### src/rtl/uart_pkg.sv
// Shared UART definitions: parity modes, transmitter states, standard
// baud divisor and the parity bit helper.
package uart_pkg;

    typedef enum logic [1:0] {
        PAR_NONE = 2'd0,
        PAR_ODD  = 2'd1,
        PAR_EVEN = 2'd2
    } parity_e;

    typedef enum logic [2:0] {
        TX_IDLE   = 3'd0,
        TX_START  = 3'd1,
        TX_DATA   = 3'd2,
        TX_PARITY = 3'd3,
        TX_STOP   = 3'd4
    } tx_state_e;

    // 27 MHz reference clock divided down to 115200 baud
    localparam int CLK_DIV_115200_27M = 234;

    // Turns the XOR of all data bits into the transmitted parity bit
    function automatic logic parity_bit(input logic data_xor, input parity_e mode);
        logic bit_s;
        case (mode)
            PAR_ODD:  bit_s = ~data_xor;
            PAR_EVEN: bit_s = data_xor;
            default:  bit_s = 1'b1;
        endcase
        return bit_s;
    endfunction

endpackage

### src/rtl/uart_sync_fifo.sv
// Single-clock show-ahead FIFO. Writes when full and reads when empty are
// dropped internally, so callers may hold wr_en/rd_en without guarding.
module uart_sync_fifo
    import uart_pkg::*;
#(
    parameter int WIDTH = 8,
    parameter int DEPTH = 16
) (
    input  logic                   CLK,
    input  logic                   RST,
    input  logic                   wr_en,
    input  logic [WIDTH-1:0]       wr_data,
    input  logic                   rd_en,
    output logic [WIDTH-1:0]       rd_data,
    output logic                   full,
    output logic                   empty,
    output logic [$clog2(DEPTH):0] level
);

    localparam int AW = $clog2(DEPTH);
    localparam logic [AW:0] FULL_LEVEL = DEPTH[AW:0];

    logic [WIDTH-1:0] mem_r [DEPTH];
    logic [AW-1:0]    wr_ptr_r;
    logic [AW-1:0]    rd_ptr_r;
    logic [AW:0]      level_r;
    logic             do_wr_s;
    logic             do_rd_s;

    assign full    = (level_r == FULL_LEVEL);
    assign empty   = (level_r == {(AW+1){1'b0}});
    assign level   = level_r;
    assign rd_data = mem_r[rd_ptr_r];
    assign do_wr_s = wr_en & ~full;
    assign do_rd_s = rd_en & ~empty;

    // Storage array; contents need no reset because level gates every read
    always_ff @(posedge CLK) begin
        if (do_wr_s) begin
            mem_r[wr_ptr_r] <= wr_data;
        end
    end

    // Pointers wrap naturally at the power-of-two depth; level tracks occupancy
    always_ff @(posedge CLK) begin
        if (RST) begin
            wr_ptr_r <= {AW{1'b0}};
            rd_ptr_r <= {AW{1'b0}};
            level_r  <= {(AW+1){1'b0}};
        end else begin
            if (do_wr_s) begin
                wr_ptr_r <= wr_ptr_r + AW'(1);
            end
            if (do_rd_s) begin
                rd_ptr_r <= rd_ptr_r + AW'(1);
            end
            case ({do_wr_s, do_rd_s})
                2'b10:   level_r <= level_r + (AW+1)'(1);
                2'b01:   level_r <= level_r - (AW+1)'(1);
                default: level_r <= level_r;
            endcase
        end
    end

endmodule

### src/rtl/uart_tx_stream.sv
// Streaming UART transmitter: a valid/ready input FIFO feeding a framer that
// sends start, LSB-first data, optional parity and stop bits with no idle gap
// between queued words.
module uart_tx_stream
    import uart_pkg::*;
#(
    parameter int CLK_DIVIDE = CLK_DIV_115200_27M,
    parameter int DATA_BITS  = 8,
    parameter int PARITY     = 0,
    parameter int STOP_BITS  = 1,
    parameter int FIFO_DEPTH = 16
) (
    input  logic                        CLK,
    input  logic                        RST,
    input  logic [DATA_BITS-1:0]        IN_DATA,
    input  logic                        IN_VALID,
    output logic                        IN_READY,
    output logic                        TX,
    output logic                        TX_BUSY,
    output logic [$clog2(FIFO_DEPTH):0] FIFO_LEVEL
);

    localparam int BAUD_W = $clog2(CLK_DIVIDE);
    localparam logic [BAUD_W-1:0] BAUD_LAST = BAUD_W'(CLK_DIVIDE - 1);
    localparam logic [3:0] DATA_LAST = 4'(DATA_BITS - 1);
    localparam logic [3:0] STOP_LAST = 4'(STOP_BITS - 1);
    localparam parity_e PAR_MODE = (PARITY == 1) ? PAR_ODD :
                                   (PARITY == 2) ? PAR_EVEN : PAR_NONE;
    localparam bit HAS_PARITY = (PARITY != 0);

    tx_state_e            state_r, state_nxt_s;
    logic [BAUD_W-1:0]    baud_r, baud_nxt_s;
    logic [3:0]           bit_idx_r, bit_idx_nxt_s;
    logic [DATA_BITS-1:0] shift_r, shift_nxt_s;
    logic                 par_acc_r, par_acc_nxt_s;
    logic                 tx_r, tx_nxt_s;
    logic                 pop_s;
    logic                 push_s;
    logic                 full_s;
    logic                 empty_s;
    logic [DATA_BITS-1:0] head_s;
    logic                 baud_term_s;
    logic                 data_last_s;
    logic                 stop_last_s;

    assign IN_READY    = ~full_s;
    assign push_s      = IN_VALID & ~full_s;
    assign TX          = tx_r;
    assign TX_BUSY     = (state_r != TX_IDLE);
    assign baud_term_s = (baud_r == BAUD_LAST);
    assign data_last_s = (bit_idx_r == DATA_LAST);
    assign stop_last_s = (bit_idx_r == STOP_LAST);

    uart_sync_fifo #(
        .WIDTH (DATA_BITS),
        .DEPTH (FIFO_DEPTH)
    ) u_fifo (
        .CLK     (CLK),
        .RST     (RST),
        .wr_en   (push_s),
        .wr_data (IN_DATA),
        .rd_en   (pop_s),
        .rd_data (head_s),
        .full    (full_s),
        .empty   (empty_s),
        .level   (FIFO_LEVEL)
    );

    // FSM state register; reset abandons any frame in flight
    always_ff @(posedge CLK) begin
        if (RST) begin
            state_r <= TX_IDLE;
        end else begin
            state_r <= state_nxt_s;
        end
    end

    // Next-state: every serial bit advances only on the baud terminal count
    always_comb begin
        state_nxt_s = state_r;
        case (state_r)
            TX_IDLE: begin
                if (!empty_s) state_nxt_s = TX_START;
                else          state_nxt_s = TX_IDLE;
            end
            TX_START: begin
                if (baud_term_s) state_nxt_s = TX_DATA;
                else             state_nxt_s = TX_START;
            end
            TX_DATA: begin
                if (baud_term_s && data_last_s) state_nxt_s = HAS_PARITY ? TX_PARITY : TX_STOP;
                else                            state_nxt_s = TX_DATA;
            end
            TX_PARITY: begin
                if (baud_term_s) state_nxt_s = TX_STOP;
                else             state_nxt_s = TX_PARITY;
            end
            TX_STOP: begin
                if (baud_term_s && stop_last_s) state_nxt_s = empty_s ? TX_IDLE : TX_START;
                else                            state_nxt_s = TX_STOP;
            end
            default: state_nxt_s = TX_IDLE;
        endcase
    end

    // Output/datapath decode: FIFO pop, next TX level, shift, parity and counters
    always_comb begin
        pop_s         = 1'b0;
        tx_nxt_s      = tx_r;
        shift_nxt_s   = shift_r;
        bit_idx_nxt_s = bit_idx_r;
        par_acc_nxt_s = par_acc_r;
        baud_nxt_s    = baud_term_s ? {BAUD_W{1'b0}} : (baud_r + BAUD_W'(1));
        case (state_r)
            TX_IDLE: begin
                baud_nxt_s    = {BAUD_W{1'b0}};
                bit_idx_nxt_s = 4'd0;
                if (!empty_s) begin
                    pop_s         = 1'b1;
                    shift_nxt_s   = head_s;
                    par_acc_nxt_s = 1'b0;
                    tx_nxt_s      = 1'b0;
                end else begin
                    tx_nxt_s = 1'b1;
                end
            end
            TX_START: begin
                if (baud_term_s) begin
                    tx_nxt_s      = shift_r[0];
                    par_acc_nxt_s = par_acc_r ^ shift_r[0];
                    shift_nxt_s   = shift_r >> 1;
                    bit_idx_nxt_s = 4'd0;
                end else begin
                    tx_nxt_s = 1'b0;
                end
            end
            TX_DATA: begin
                if (baud_term_s && data_last_s) begin
                    bit_idx_nxt_s = 4'd0;
                    if (HAS_PARITY) tx_nxt_s = parity_bit(par_acc_r, PAR_MODE);
                    else            tx_nxt_s = 1'b1;
                end else if (baud_term_s) begin
                    bit_idx_nxt_s = bit_idx_r + 4'd1;
                    tx_nxt_s      = shift_r[0];
                    par_acc_nxt_s = par_acc_r ^ shift_r[0];
                    shift_nxt_s   = shift_r >> 1;
                end else begin
                    tx_nxt_s = tx_r;
                end
            end
            TX_PARITY: begin
                if (baud_term_s) begin
                    tx_nxt_s      = 1'b1;
                    bit_idx_nxt_s = 4'd0;
                end else begin
                    tx_nxt_s = tx_r;
                end
            end
            TX_STOP: begin
                if (baud_term_s && stop_last_s) begin
                    bit_idx_nxt_s = 4'd0;
                    if (!empty_s) begin
                        pop_s         = 1'b1;
                        shift_nxt_s   = head_s;
                        par_acc_nxt_s = 1'b0;
                        tx_nxt_s      = 1'b0;
                    end else begin
                        tx_nxt_s = 1'b1;
                    end
                end else if (baud_term_s) begin
                    bit_idx_nxt_s = bit_idx_r + 4'd1;
                    tx_nxt_s      = 1'b1;
                end else begin
                    tx_nxt_s = 1'b1;
                end
            end
            default: begin
                tx_nxt_s      = 1'b1;
                baud_nxt_s    = {BAUD_W{1'b0}};
                bit_idx_nxt_s = 4'd0;
            end
        endcase
    end

    // Datapath registers; TX returns high on reset so the line idles
    always_ff @(posedge CLK) begin
        if (RST) begin
            tx_r      <= 1'b1;
            baud_r    <= {BAUD_W{1'b0}};
            bit_idx_r <= 4'd0;
            shift_r   <= {DATA_BITS{1'b0}};
            par_acc_r <= 1'b0;
        end else begin
            tx_r      <= tx_nxt_s;
            baud_r    <= baud_nxt_s;
            bit_idx_r <= bit_idx_nxt_s;
            shift_r   <= shift_nxt_s;
            par_acc_r <= par_acc_nxt_s;
        end
    end

endmodule
### config.mk
export PLATFORM = sky130hd
export DESIGN_NAME = uart_tx_stream
export DESIGN_NICKNAME = d
export VERILOG_FILES = /design/src/rtl/uart_pkg.sv /design/src/rtl/uart_sync_fifo.sv /design/src/rtl/uart_tx_stream.sv
export SDC_FILE = /design/constraint.sdc
export NUM_CORES = 1
export LEC_CHECK = 0
export CORE_AREA = 10 10 122 124
export CTS_BUF_LIST = sky130_fd_sc_hd__clkbuf_4 sky130_fd_sc_hd__clkbuf_8
export CTS_CLUSTER_SIZE = 28
export DETAILED_ROUTE_END_ITERATION = 12
export DIE_AREA = 0 0 132 134
export GPL_TIMING_DRIVEN = 0
export PLACE_DENSITY = 0.77
export SKIP_CTS_REPAIR_TIMING = 1
export SLEW_MARGIN = 20
export SYNTH_ARGS = -nofsm -noshare
export SYNTH_HDL_FRONTEND = slang
export SYNTH_SLANG_ARGS = --single-unit
### constraint.sdc
create_clock -name CLK -period 3.4 [get_ports CLK]
set_input_delay 0.68 -clock CLK [delete_from_list [all_inputs] [get_ports CLK]]
set_output_delay 0.68 -clock CLK [all_outputs]
set_load 0.05 [all_outputs]
======== After elaboration in Yosys (flattened, before gate mapping) ========
Memory sizes are Yosys's and may differ from the RTL's. A register that Yosys moved wholly into a read port is not among the register bits.
Cells that the tools add are included.
operators by class
  add/sub/neg operators ................... 6
  equal/unequal tests ..................... 14
  multiplexer cells ....................... 31
  bitwise operators ....................... 6
  reductions and logical operators ........ 13
operators by type and width
  kind                                               number
  2-to-1 mux 8 bit                                   4
  case mux 8 bit (4 select lines)                    1
  2-to-1 mux 4 bit                                   6
  case mux 3 bit (5 select lines)                    1
  adder 4 x 1 -> 4 bit (second input constant)       3
  case mux 4 bit (3 select lines)                    1
  2-to-1 mux 1 bit                                   11
  case mux 5 bit (2 select lines)                    1
  2-to-1 mux 3 bit                                   3
  adder 8 x 1 -> 8 bit (second input constant)       1
  == test 8 bit (second input constant)              1
  == test 3 x 2 -> 1 bit (second input constant)     2
  inequality test 2 bit (second input constant)      3
  adder 5 x 1 -> 5 bit (second input constant)       1
  == test 5 bit (second input constant)              1
  zero test 5 bit                                    1
  case mux 1 bit (5 select lines)                    1
  subtractor 5 x 1 -> 5 bit (second input constant)  1
  == test 4 x 3 -> 1 bit (second input constant)     1
  zero test 4 bit                                    1
  nonzero test 4 bit                                 1
  OR reduction 4 bit                                 1
  bitwise AND 1 bit                                  3
  == test 3 x 1 -> 1 bit (second input constant)     1
  other kinds (16)                                   19
word-level totals
  bits in registers ....................... 37
  bits in writable memories ............... 128
  bits of input ports ..................... 11
  output and inout port bits .............. 8
  logic and storage cells ................. 79
  memories kept ........................... 1
memories
  memory        words  bits a word  read ports  clocked after Yosys merged registers in  wr ports  line                  source
  u_fifo.mem_r  16     8            1           1                                        1         uart_sync_fifo.sv:23  logic [WIDTH-1:0] mem_r [DEPTH];

======== Longest topological paths before layout ========
Gate-level depths: netlist of run 1.
  depth in word-level cells ............... 7
  gate-level depth with buffers ........... 15
  gate-level depth less buffers ........... 14

======== Hierarchy ========
Synthesis of run 1 repeated with hierarchy kept, for this count alone.
unflattened totals
  cell total of the unflattened synthesis .. 468
  area, all modules ....................... 7188.1 um2
modules (own cells, without submodules)
  module          instances  cells an instance  area each (um2)  sequential area each (um2)
  uart_sync_fifo  1          330                5891.9           4184.0
  uart_tx_stream  1          138                1296.2           480.5

======== Worst setup path after synthesis of run 1 ========
Ideal clock, no wire load.
  path type ............................... flip-flop to flip-flop
  start ................................... register u_fifo.level_r[1] (netlist: u_fifo.level[1])
  end ..................................... register u_fifo.level_r[4] (netlist: u_fifo.level[4])
  library setup time ...................... 121 ps
  arrival time ............................ 3451 ps
  data required time ...................... 3279 ps
  path slack .............................. -172 ps
  stages on the path, launching flop included .. 14
  path buffers ............................ 1
  period minus slack after synthesis ...... 3572 ps
  cell sequence ........................... dfxtp_1 -> nor4_1 -> a21boi_0 -> nand2_1 -> inv_1 -> ha_1 -> clkbuf_1 -> xor2_1 -> ha_1 -> or3b_2 -> a21oi_1 -> o21bai_1 -> a21oi_1 -> mux2_2
between the ends
  longest elaborated chain between the ends .. 7
  elaborated cells between the ends (all ways) .. 16
  classes of those cells .................. 2 x add/sub; 3 x eq/ne; 4 x mux; 5 x bitwise; 2 x reduce/logical
RTL lines
  item                                                                   line                                          source
  start, declared                                                        uart_sync_fifo.sv:26                          logic [AW:0] level_r;
  start signal, assigned                                                 uart_sync_fifo.sv:49                          level_r <= {(AW+1){1'b0}};
  start signal, assigned                                                 uart_sync_fifo.sv:58                          2'b10: level_r <= level_r + (AW+1)'(1);
  start signal, assigned                                                 uart_sync_fifo.sv:59                          2'b01: level_r <= level_r - (AW+1)'(1);
  zero test 5 bit                                                        uart_sync_fifo.sv:31                          assign empty = (level_r == {(AW+1){1'b0}});
  2-to-1 mux 1 bit                                                       uart_tx_stream.sv:118, uart_tx_stream.sv:162
  2-to-1 mux 1 bit                                                       uart_tx_stream.sv:160                         if (baud_term_s && stop_last_s) begin
  case mux 1 bit (2 select lines)                                        uart_tx_stream.sv:114                         case (state_r)
  bitwise AND 1 bit                                                      uart_sync_fifo.sv:35                          assign do_rd_s = rd_en & ~empty;
  == test 2 x 1 -> 1 bit or == test 2 bit (tied branches)                uart_sync_fifo.sv:57                          case ({do_wr_s, do_rd_s})
  case mux 5 bit (2 select lines) or nonzero test 2 bit (tied branches)  n/a
Parallel ways exist; a longest one is shown, timed or not.
A chain may end at the register's enable or synchronous reset.

======== Worst setup path after layout of run 1 ========
  start ................................... register bit_idx_r[0]
  end ..................................... register u_fifo.level_r[4] (netlist: u_fifo.level[4])
between the ends
  longest elaborated chain between the ends .. 7
  elaborated cells between the ends (all ways) .. 9
  classes of those cells .................. 2 x eq/ne; 3 x mux; 1 x bitwise; 3 x reduce/logical
RTL lines
  item                                                                   line                   source
  start, declared                                                        uart_tx_stream.sv:33   logic [3:0] bit_idx_r, bit_idx_nxt_s;
  start signal, assigned                                                 uart_tx_stream.sv:196  bit_idx_r <= bit_idx_nxt_s;
  zero test 4 bit *                                                      uart_tx_stream.sv:52   assign stop_last_s = (bit_idx_r == STOP_LAST);
  logical AND 1 bit *                                                    uart_tx_stream.sv:160
  2-to-1 mux 1 bit *                                                     uart_tx_stream.sv:160
  case mux 1 bit (2 select lines) *                                      uart_tx_stream.sv:114
  bitwise AND 1 bit *                                                    uart_sync_fifo.sv:35
  == test 2 x 1 -> 1 bit or == test 2 bit (tied branches)                uart_sync_fifo.sv:57
  case mux 5 bit (2 select lines) or nonzero test 2 bit (tied branches)  n/a
  end signal, assigned                                                   uart_sync_fifo.sv:58
  end signal, assigned                                                   uart_sync_fifo.sv:59
  end signal, assigned                                                   uart_sync_fifo.sv:60   default: level_r <= level_r;
Mark *: on every way between the ends. The rest lies on a longest branch, timed or not.

==> results of run 1 <==
-- state kept, by name, indices dropped and copies added (netlist names), named ones only --
signal           cells
u_fifo.mem_r       128
TX                   1
u_fifo.rd_ptr_r      4
shift_r              8
u_fifo.level         5
baud_r               8
bit_idx_r            4
state_r              3
u_fifo.wr_ptr_r      4
-- cells by family after synthesis --
kind of cell,count (synthesis),synth area share [%]
AOI/OAI and AO/OA,63,6.12
xor gates and xnor gates,20,2.50
adders and majority gates,12,2.14
buffers and inverters,37,2.43
DFF,169,66.5
muxes,50,11.9
and+or+nand+nor,120,8.45
-- cell type report --
| cell class | count | area [µm²] |
|---|---|---|
| plain buffers | 20 | 106 |
| clock buffers | 19 | 249 |
| clock inverters | 12 | 125 |
| fillers | 916 | 4590 |
| inverters | 16 | 60.1 |
| multi-input cells | 265 | 2240 |
| flip-flops and latches | 169 | 4670 |
| well taps | 172 | 215 |
| repair buffers | 23 | 218 |
-- metal layers --
metal	part of all wire, %	vias to the layer above
li1	-	1850
met1	42	1999
met2	53	89
met3	4.4	17
met4	1.4	0
met5	0	-
-- synthesized netlist by cell type, types with 3 or more instances --
| master | instances |
|---|---|
| a21oi_1 | 10 |
| and3_1 | 3 |
| buf_2 | 7 |
| buf_4 | 4 |
| clkbuf_1 | 8 |
| dfxtp_1 | 41 |
| edfxtp_1 | 128 |
| ha_1 | 12 |
| inv_1 | 16 |
| mux2_2 | 16 |
| mux2i_1 | 9 |
| mux4_2 | 25 |
| nand2_1 | 16 |
| nand2b_1 | 3 |
| nand3_1 | 7 |
| nand3b_1 | 4 |
| nor2_1 | 63 |
| nor3_1 | 6 |
| o21ai_0 | 18 |
| o21bai_1 | 4 |
| o22ai_1 | 7 |
| o32ai_1 | 8 |
| or3_1 | 3 |
| xnor2_1 | 7 |
| xor2_1 | 13 |
-- per-stage QoR --
stage,power [mW],area [µm²],instances,util (%)
after floorplan,3.62,7030,471,-
after global placement,3.98,7420,661,59.6
after detailed placement,4.03,7440,661,59.7
after CTS,5.36,7820,692,62.7
after global routing,5.67,7880,696,63.2
final,5.40,7880,696,63.2
-- critical path: stages, from the launching register on --
cell,delay (ns)
dfxtp_1,0.35
inv_1,0.07
ha_1,0.13
or3b_4,0.41
o31ai_4,0.35
nand2_2,0.14
inv_2,0.10
ha_4,0.15
xor2_1,0.07
ha_2,0.20
or3b_2,0.44
a21oi_1,0.15
o21bai_1,0.09
a21oi_1,0.17
mux2_2,0.35
-- power by group --
| part | leakage (nW) | internal (mW) | switching (mW) |
|---|---|---|---|
| clock network | 0.182 | 0.660 | 0.682 |
| registers | 1.49 | 2.37 | 0.0988 |
| logic | 0.942 | 0.690 | 0.894 |
-- worst max-delay path by stage --
stage | start | end | slack [ns] | depth (start not counted)
floorplan | u_fifo.level[0] | u_fifo.level[4] | 0.03 | 13
global placement | IN_VALID | u_fifo.level[4] | -0.30 | 12
detailed placement | IN_VALID | u_fifo.level[4] | -0.35 | 12
CTS | bit_idx_r[0] | u_fifo.level[4] | -0.36 | 15
global route | bit_idx_r[0] | u_fifo.level[4] | 0.002 | 14
finish | bit_idx_r[0] | u_fifo.level[4] | 0.13 | 14
==> implementation parameters, run 1 <==
Parameter                              Value

Clocking
  TritonCTS clock tree    built
  Clk root buf    clkbuf_8
  Number of CTS-inserted buffers    17
  H-tree depth    4
  Number of buffers on the longest clock path    2
  Clock latency at the later pin of the worst-skew pair    0.45 ns
  Number of clock sinks    169
  Clock-pin slew of the registers on the worst-case setup and hold paths    0.08 ns

Power
  Peak supply drop    387 µV
  Static leakage    2.61 nW
  Power per cell area    685 nW/µm²

STA
  RSZ-0062 raised after global routing    no
  Slew at the pin closest to its max-slew limit    0.924 ns
  Shortest period the worst path allows    3.27 ns
  Highest clock frequency the design can meet    306 MHz
  Worst Slack Setup Final    0.129 ns
  Worst slew margin relative to its limit    38.2%
  Total of endpoints with negative setup slack in the final report    0
  Sum of negative setup slack    0 ns
  Worst setup skew after layout    0.00770 ns
  Ratio of final minimum period to clock period    96.2%
  Final Hold Slack    0.461 ns
  Number of endpoints with negative hold slack in the final report    0
  Number of pins exceeding their max-slew limit in the final report    0

Synth
  Post-synthesis cell area    7020 µm²
  Area share of the largest cell type after synthesis    54.8%
  Synth area leader    edfxtp_1
  Register bit count reported by yosys    169
  Post-synth net total    494
  Mean instance size in the synthesized netlist    14.9 µm²
  Share of synthesized registers carrying an async set or reset    0%
  Post-Synthesis Cells    471
  Number of distinct library cell variants in the gate-level netlist after synthesis    51
  Syn. warnings    0
  Most frequently used flop master after synthesis    edfxtp_1
  EDFF count, synth    128
  Post-synthesis sequential area ratio    66.5%
  Most area-consuming cells after synthesis    edfxtp_1 (55%), dfxtp_1 (12%), mux4_2 (8.0%)

Detailed routing
  DRT Pass-1 Iters    5
  Remaining routing DRC violations    0
  ANT nets after route    0
  Routed wire length per instance    18.9 µm
  Final wirelength    13.2 mm
  Drt first-iter violations    322
  Total via count in the routed design    3955
  Vias per Instance    5.68

GRT
  Maximum number of pins on one net before global-route repair    17
  First-pass GRT wire length    21.0 mm
  Grt ovf    0
  Met1 global-route usage    18.4%
  Total Routing Usage GR    15.2%
  Number of global-route vias before repair    4044
  Met3 Track Usage GR    3.10%
  Initial antenna violation count    0
  Met2 Resource Use GR    26.1%
  Most congested layer reported by global routing    met2

Placed design
  Final Wtd Congestion    0.805
  Post-placement worst setup slack    -0.352 ns
  IO buf count    18
  Detailed placement HPWL    8.61 mm

Worst hold path
  Capture endpoint of the worst hold path    shift_r[0]
  Source of the worst hold timing path    shift_r[0]
  Tightest Hold Check Type    reg2reg
  WHS Path Cells    2

Final layout
  Layout-stage area growth over the synthesis result    12.3%
  Share of layout cells above drive strength 1    20.4%
  Leading cell type in the layout, fill and taps excluded    edfxtp_1
  Commonest cells after routing, fill and taps aside    edfxtp_1 (128), nor2_1 (63), dfxtp_1 (39), mux4_2 (25)
  Ant diodes    0
  Nets@finish    535

Setup path
  Setup slack of the most critical reg-to-reg path    0.13 ns
  Sort of element at the end of the critical path    flop
  Worst Path Class, Setup    reg2reg
  Launch point of the worst reg-to-reg path    bit_idx_r[0]
  Worst EP arrival    3.61 ns
  Startpoint Class    flop
  Cell count of the worst reg-to-reg path    14
  Req. time, crit path    3.74 ns
  Capturing point of the worst reg2reg path    u_fifo.level[4]
  Maximum fanout count along the critical path    4

Floorplan
  Top-level port count    19
  Die width    132 µm
  Die Footprint    17700 µm²
  Initial standard-cell utilization of the core    56.3%
  Floorplan core area    12500 µm²
  Site row count    41
  Vertical die dimension    134 µm

Status
  Result of the run    completed

Job
  Max-cap viol count    0
(Power assumes the default switching activity.)
==> inputs of run 2 (changes only) <==
--- a/config.mk
+++ b/config.mk
@@ -10,7 +10,6 @@
 export CTS_CLUSTER_SIZE = 28
 export DETAILED_ROUTE_END_ITERATION = 12
 export DIE_AREA = 0 0 132 134
-export GPL_TIMING_DRIVEN = 0
 export PLACE_DENSITY = 0.77
 export SKIP_CTS_REPAIR_TIMING = 1
 export SLEW_MARGIN = 20
==> run 2 against run 1 <==
Flip-flop and latch count unchanged. Largest power group unchanged. Die area unchanged. Global-route usage increased by 0.11 points. Clock power about the same. Via count increased by 0.28%. Highest routed layer unchanged.
==> implementation parameters, run 2 (synthesis results as in run 1) <==
Parameter                              Value

STA
  Number of pins exceeding their max-slew limit in the final report    0 (unchanged)
  Number of endpoints with negative hold slack in the final report    0 (unchanged)
  Worst slew margin relative to its limit    46.1% (was 38.2%)
  Total of endpoints with negative setup slack in the final report    0 (unchanged)
  Worst setup skew after layout    0.00978 ns (was 0.00770 ns)
  Highest clock frequency the design can meet    311 MHz (was 306 MHz)
  RSZ-0062 raised after global routing    no (unchanged)
  Sum of negative setup slack    0 ns (unchanged)
  Ratio of final minimum period to clock period    94.4% (was 96.2%)
  Slew at the pin closest to its max-slew limit    0.807 ns (was 0.924 ns)
  Shortest period the worst path allows    3.21 ns (was 3.27 ns)

Setup path
  Sort of element at the end of the critical path    flop (unchanged)
  Startpoint Class    flop (unchanged)
  Worst Path Class, Setup    reg2reg (unchanged)
  Worst EP arrival    3.55 ns (was 3.61 ns)
  Maximum fanout count along the critical path    4 (unchanged)
  Req. time, crit path    3.73 ns (was 3.74 ns)

Placed design
  Detailed placement HPWL    8.56 mm (was 8.61 mm)
  IO buf count    18 (unchanged)
  Post-Place Cells    665 (was 661)
  Final Wtd Congestion    0.818 (was 0.805)

Detailed routing
  Vias per Instance    5.67 (was 5.68)
  Remaining routing DRC violations    0 (unchanged)
  Drt first-iter violations    241 (was 322)
  ANT nets after route    0 (unchanged)
  Routed wire length per instance    18.7 µm (was 18.9 µm)
  DRT Pass-1 Iters    4 (was 5)
  Final wirelength    13.1 mm (was 13.2 mm)
  Total via count in the routed design    3966 (was 3955)

Job
  Max-cap viol count    0 (unchanged)

Final layout
  Max FFs per register    128 (unchanged)
  Nets@finish    537 (was 535)
  Share of layout cells above drive strength 1    21.8% (was 20.4%)
  Ant diodes    0 (unchanged)
  Leading cell type in the layout, fill and taps excluded    edfxtp_1 (unchanged)
  Layout-stage area growth over the synthesis result    13.0% (was 12.3%)
  Register with the most flip-flops    u_fifo.mem_r (unchanged)
  Commonest cells after routing, fill and taps aside    edfxtp_1 (128), nor2_1 (63), dfxtp_1 (38), buf_4 (26), mux4_2 (25) (was edfxtp_1 (128), nor2_1 (63), dfxtp_1 (39), mux4_2 (25))
  Largest registers in the final layout    u_fifo.mem_r x128, baud_r x8, shift_r x8 (unchanged)
  Cell Count, Final, Fillers Out    699 (was 696)

GRT
  First-pass GRT wire length    21.2 mm (was 21.0 mm)
  Maximum number of pins on one net before global-route repair    28 (was 17)
  Number of global-route vias before repair    4028 (was 4044)
  Grt ovf    0 (unchanged)
  Total Routing Usage GR    15.3% (was 15.2%)
  Initial antenna violation count    0 (unchanged)

Clocking
  Number of clock sinks    169 (unchanged)
  H-tree depth    4 (unchanged)
  Number of buffers on the longest clock path    2 (unchanged)
  TritonCTS clock tree    built (unchanged)
  Clock-pin slew of the registers on the worst-case setup and hold paths    0.09 ns (was 0.08 ns)
  Clock latency at the later pin of the worst-skew pair    0.45 ns (about the same)
  Clk root buf    clkbuf_8 (unchanged)
  Number of CTS-inserted buffers    17 (unchanged)

Worst hold path
  Tightest Hold Check Type    reg2reg (unchanged)

Power
  Peak supply drop    300 µV (was 387 µV)
  Static leakage    2.66 nW (was 2.61 nW)
  Power per cell area    682 nW/µm² (was 685 nW/µm²)

Floorplan
  Initial standard-cell utilization of the core    56.3% (unchanged)
  Site row count    41 (unchanged)
  Top-level port count    19 (unchanged)
  Die Footprint    17700 µm² (unchanged)
  Die width    132 µm (unchanged)
  Floorplan core area    12500 µm² (unchanged)
  Vertical die dimension    134 µm (unchanged)

Status
  Result of the run    completed (unchanged)
run 2: cell types whose count changed in the layout (fill, tap and decap cells not counted), moves of 2 or more:
cell / before / now
inv_6: 2 / 5
buf_4: 9 / 26
clkbuf_1: 7 / 0
nor3_1: 2 / 6
nor3_2: 4 / 0
buf_2: 7 / 0
clkinvlp_4: 3 / 1
clkinv_2: 1 / 4
clkbuf_4: 2 / 0
run 2: through the flow:
stage / power, mW / worst slack, ns / area, µm² / utilization [%] / hold slack [ns]
finish: 5.40 / 0.189 / 7930 / 63.6 / 0.457
global placement: 4.01 / 0.210 / 7520 / 60.3 / 0.440
detailed placement: 4.06 / 0.125 / 7520 / 60.3 / 0.446
floorplan: 3.62 / 0.0314 / 7030 / - / 0.429
global route: 5.69 / 0.00904 / 7930 / 63.6 / 0.486
CTS: 5.43 / 0.124 / 7900 / 63.4 / 0.459
run 2: area by class of cell:
class	instances	area [µm²]
Inverter	16	60.1
Sequential cell	169	4670
Clock inverter	15	148
Timing Repair Buffer	45	395
Tap cell	172	215
Fill cell	901	4540
Clock buffer	17	234
Multi-Input combinational cell	265	2210
run 2: final timing paths:
path,endpoint,depth (start not counted),start,slack (ns)
min reg2reg,shift_r[7],2,shift_r[7],0.46
min,shift_r[7],2,shift_r[7],0.46
max,u_fifo.level[4],14,bit_idx_r[0],0.19
max reg2reg,u_fifo.level[4],14,bit_idx_r[0],0.19
run 2: critical path, cell delays in order, from the launching register on:
cell and delay (ns):
dfxtp_1 0.35, inv_1 0.07, ha_1 0.13, or3b_4 0.41
o31ai_4 0.31, nand2_2 0.09, inv_2 0.08, ha_2 0.19
xor2_1 0.08, ha_1 0.22, or3b_2 0.45, a21oi_1 0.15
o21bai_1 0.09, a21oi_1 0.14, mux2_2 0.35
run 2: power breakdown:
group	internal (mW)	total (mW)	switching, mW
sequential	2.38	2.55	0.171
combinational	0.677	1.49	0.812
clock	0.654	1.37	0.714
total	3.71	5.40	1.70
run 2: layer usage:
| metal | GRT usage [%] | vias up | wire (µm) |
|---|---|---|---|
| met3 | 3.51 | 17 | 528 |
| met1 | 19.4 | 1997 | 5780 |
| met2 | 24.8 | 91 | 6560 |
| met4 | 6.80 | 0 | 204 |
| li1 | - | 1861 | - |
| met5 | 0 | - | 0 |
==> inputs of run 3 (changes only) <==
--- a/config.mk
+++ b/config.mk
@@ -10,6 +10,7 @@
 export CTS_CLUSTER_SIZE = 28
 export DETAILED_ROUTE_END_ITERATION = 12
 export DIE_AREA = 0 0 132 134
+export HOLD_SLACK_MARGIN = 0.03
 export PLACE_DENSITY = 0.77
 export SKIP_CTS_REPAIR_TIMING = 1
 export SLEW_MARGIN = 20
==> constraint.sdc (replaced) <==
create_clock -name CLK -period 3.4 [get_ports CLK]
set_input_delay 0.51 -clock CLK [delete_from_list [all_inputs] [get_ports CLK]]
set_output_delay 0.51 -clock CLK [all_outputs]
set_load 0.05 [all_outputs]
==> run 3 against run 2 <==
Cell area shrank 0.63%. Critical path depth is the same. Combinational power is essentially flat. Global-route usage shrank 0.20 points. Largest cell class unchanged. Largest power group unchanged. Highest routed layer unchanged.
==> implementation parameters, run 3 (synthesis results as in run 1) <==
Parameter                              Value

Status
  Result of the run    completed (unchanged)

Clocking
  Number of clock sinks    169 (unchanged)
  Number of buffers on the longest clock path    2 (unchanged)
  Clk root buf    clkbuf_8 (unchanged)
  TritonCTS clock tree    built (unchanged)
  Clock latency at the later pin of the worst-skew pair    0.46 ns (was 0.45 ns)
  Clock-pin slew of the registers on the worst-case setup and hold paths    0.08 ns (was 0.09 ns)
  Number of CTS-inserted buffers    17 (unchanged)
  H-tree depth    4 (unchanged)

Final layout
  Nets@finish    530 (was 537)
  Largest registers in the final layout    u_fifo.mem_r x128, baud_r x8, shift_r x8 (unchanged)
  Commonest cells after routing, fill and taps aside    edfxtp_1 (128), nor2_1 (63), dfxtp_1 (38), mux4_2 (25), buf_4 (19) (was edfxtp_1 (128), nor2_1 (63), dfxtp_1 (38), buf_4 (26), mux4_2 (25))
  Share of layout cells above drive strength 1    21.0% (was 21.8%)
  Utilization of the core after routing    63.2% (was 63.6%)
  Leading cell type in the layout, fill and taps excluded    edfxtp_1 (unchanged)
  Post-Layout Inst Area    7880 µm² (was 7930 µm²)
  Layout-stage area growth over the synthesis result    12.3% (was 13.0%)
  Max FFs per register    128 (unchanged)
  Register with the most flip-flops    u_fifo.mem_r (unchanged)
  Ant diodes    0 (unchanged)

Placed design
  Detailed placement HPWL    8.38 mm (was 8.56 mm)
  Placed standard-cell area    7480 µm² (was 7520 µm²)
  Final Wtd Congestion    0.824 (was 0.818)
  IO buf count    18 (unchanged)

Detailed routing
  Final wirelength    12.9 mm (was 13.1 mm)
  Vias per Instance    5.63 (was 5.67)
  Total via count in the routed design    3899 (was 3966)
  Routed wire length per instance    18.6 µm (was 18.7 µm)
  Drt first-iter violations    230 (was 241)
  ANT nets after route    0 (unchanged)
  DRT Pass-1 Iters    5 (was 4)
  Remaining routing DRC violations    0 (unchanged)

Setup path
  Number of logic stages on the critical path including buffering    14 (unchanged)
  Category of cells accounting for the largest share of critical-path delay    simple AND/OR/NAND/NOR gates (unchanged)
  Startpoint Class    flop (unchanged)
  Worst EP arrival    3.52 ns (was 3.55 ns)
  Cell count of the worst reg-to-reg path    14 (unchanged)
  Crit. Startpoint    bit_idx_r[0] (unchanged)
  Critical path, cell by cell    inv_1 -> ha_1 -> or3b_4 -> o31ai_4 -> nand2_1 -> inv_1 -> ha_2 -> xor2_1 -> ha_2 -> or3b_2 -> a21oi_2 -> o21bai_1 -> a21oi_1 -> mux2_2 (was inv_1 -> ha_1 -> or3b_4 -> o31ai_4 -> nand2_2 -> inv_2 -> ha_2 -> xor2_1 -> ha_1 -> or3b_2 -> a21oi_1 -> o21bai_1 -> a21oi_1 -> mux2_2)
  Worst Path Class, Setup    reg2reg (unchanged)
  Critical-path top delay cell    or3b_2 (unchanged)
  Worst path max stage delay    0.45 ns (about the same)
  Number of buffer and inverter instances along the worst setup path    2 (unchanged)
  Req. time, crit path    3.75 ns (was 3.73 ns)
  Launch point of the worst reg-to-reg path    bit_idx_r[0] (unchanged)
  Maximum fanout count along the critical path    4 (unchanged)
  Sort of element at the end of the critical path    flop (unchanged)

STA
  Slew at the pin closest to its max-slew limit    0.920 ns (was 0.807 ns)
  RSZ-0062 raised after global routing    no (unchanged)
  Worst setup skew after layout    0.0114 ns (was 0.00978 ns)
  Sum of negative setup slack    0 ns (unchanged)
  Shortest period the worst path allows    3.17 ns (was 3.21 ns)
  Ratio of final minimum period to clock period    93.3% (was 94.4%)
  Total of endpoints with negative setup slack in the final report    0 (unchanged)
  Number of pins exceeding their max-slew limit in the final report    0 (unchanged)
  Number of endpoints with negative hold slack in the final report    0 (unchanged)
  Highest clock frequency the design can meet    315 MHz (was 311 MHz)
  Worst slew margin relative to its limit    38.5% (was 46.1%)
  Final Hold Slack    0.459 ns (was 0.457 ns)

Worst hold path
  Tightest Hold Check Type    reg2reg (unchanged)
  WHS Path Cells    2 (unchanged)
  Source of the worst hold timing path    shift_r[4] (was shift_r[7])

Floorplan
  Vertical die dimension    134 µm (unchanged)
  Die Footprint    17700 µm² (unchanged)
  Floorplan core area    12500 µm² (unchanged)
  Site row count    41 (unchanged)
  Initial standard-cell utilization of the core    56.3% (unchanged)
  Top-level port count    19 (unchanged)
  Die width    132 µm (unchanged)

GRT
  First-pass GRT wire length    20.6 mm (was 21.2 mm)
  Total Routing Usage GR    15.1% (was 15.3%)
  Initial antenna violation count    0 (unchanged)
  Maximum number of pins on one net before global-route repair    29 (was 28)
  Number of global-route vias before repair    3917 (was 4028)
  Grt ovf    0 (unchanged)

Power
  Peak supply drop    337 µV (was 300 µV)
  Power per cell area    681 nW/µm² (was 682 nW/µm²)
  Static leakage    2.61 nW (was 2.66 nW)

Job
  Max-cap viol count    0 (unchanged)
-- run 3: layer usage --
metal	vias to the layer above	global-route usage (%)	part of all wire [%]
met5	-	0	0
met4	0	5.87	1.9
met3	17	4.56	5.5
met2	105	24.8	50
met1	1927	18.5	43
li1	1850	-	-
-- run 3: worst min-delay path: cells and delay by family, from the launching register on --
kind,cells,cell delay (ns)
DFF,1,0.32
buffers and inverters,1,0.05
AOI/OAI and AO/OA,1,0.05
-- run 3: cell type report --
type,count,area [µm²]
clock inverters,14,139
repair buffers,38,343
clock buffers,18,241
multi-input cells,265,2210
inverters,16,60.1
fillers,884,4590
well taps,172,215
flip-flops and latches,169,4670
-- run 3: worst paths after layout --
check / endpoint / slack, ns
max: u_fifo.level[4] / 0.23
min: shift_r[4] / 0.46
max reg2reg: u_fifo.level[4] / 0.23
min reg2reg: shift_r[4] / 0.46
-- run 3: where the power goes --
| part | leakage [nW] | switching, mW | internal, mW |
|---|---|---|---|
| Clock | 0.182 | 0.742 | 0.603 |
| Sequential | 1.49 | 0.154 | 2.38 |
| Combinational | 0.934 | 0.810 | 0.677 |
| Total | 2.61 | 1.71 | 3.66 |
-- run 3: metrics by stage --
stage                     std cells  setup slack [ns]  power [mW]
after floorplan                 471            0.0314        3.62
after global placement          660             0.277        4.01
after detailed placement        660             0.250        4.06
after CTS                       692             0.203        5.39
after global routing            692            0.0151        5.66
final                           692             0.229        5.36
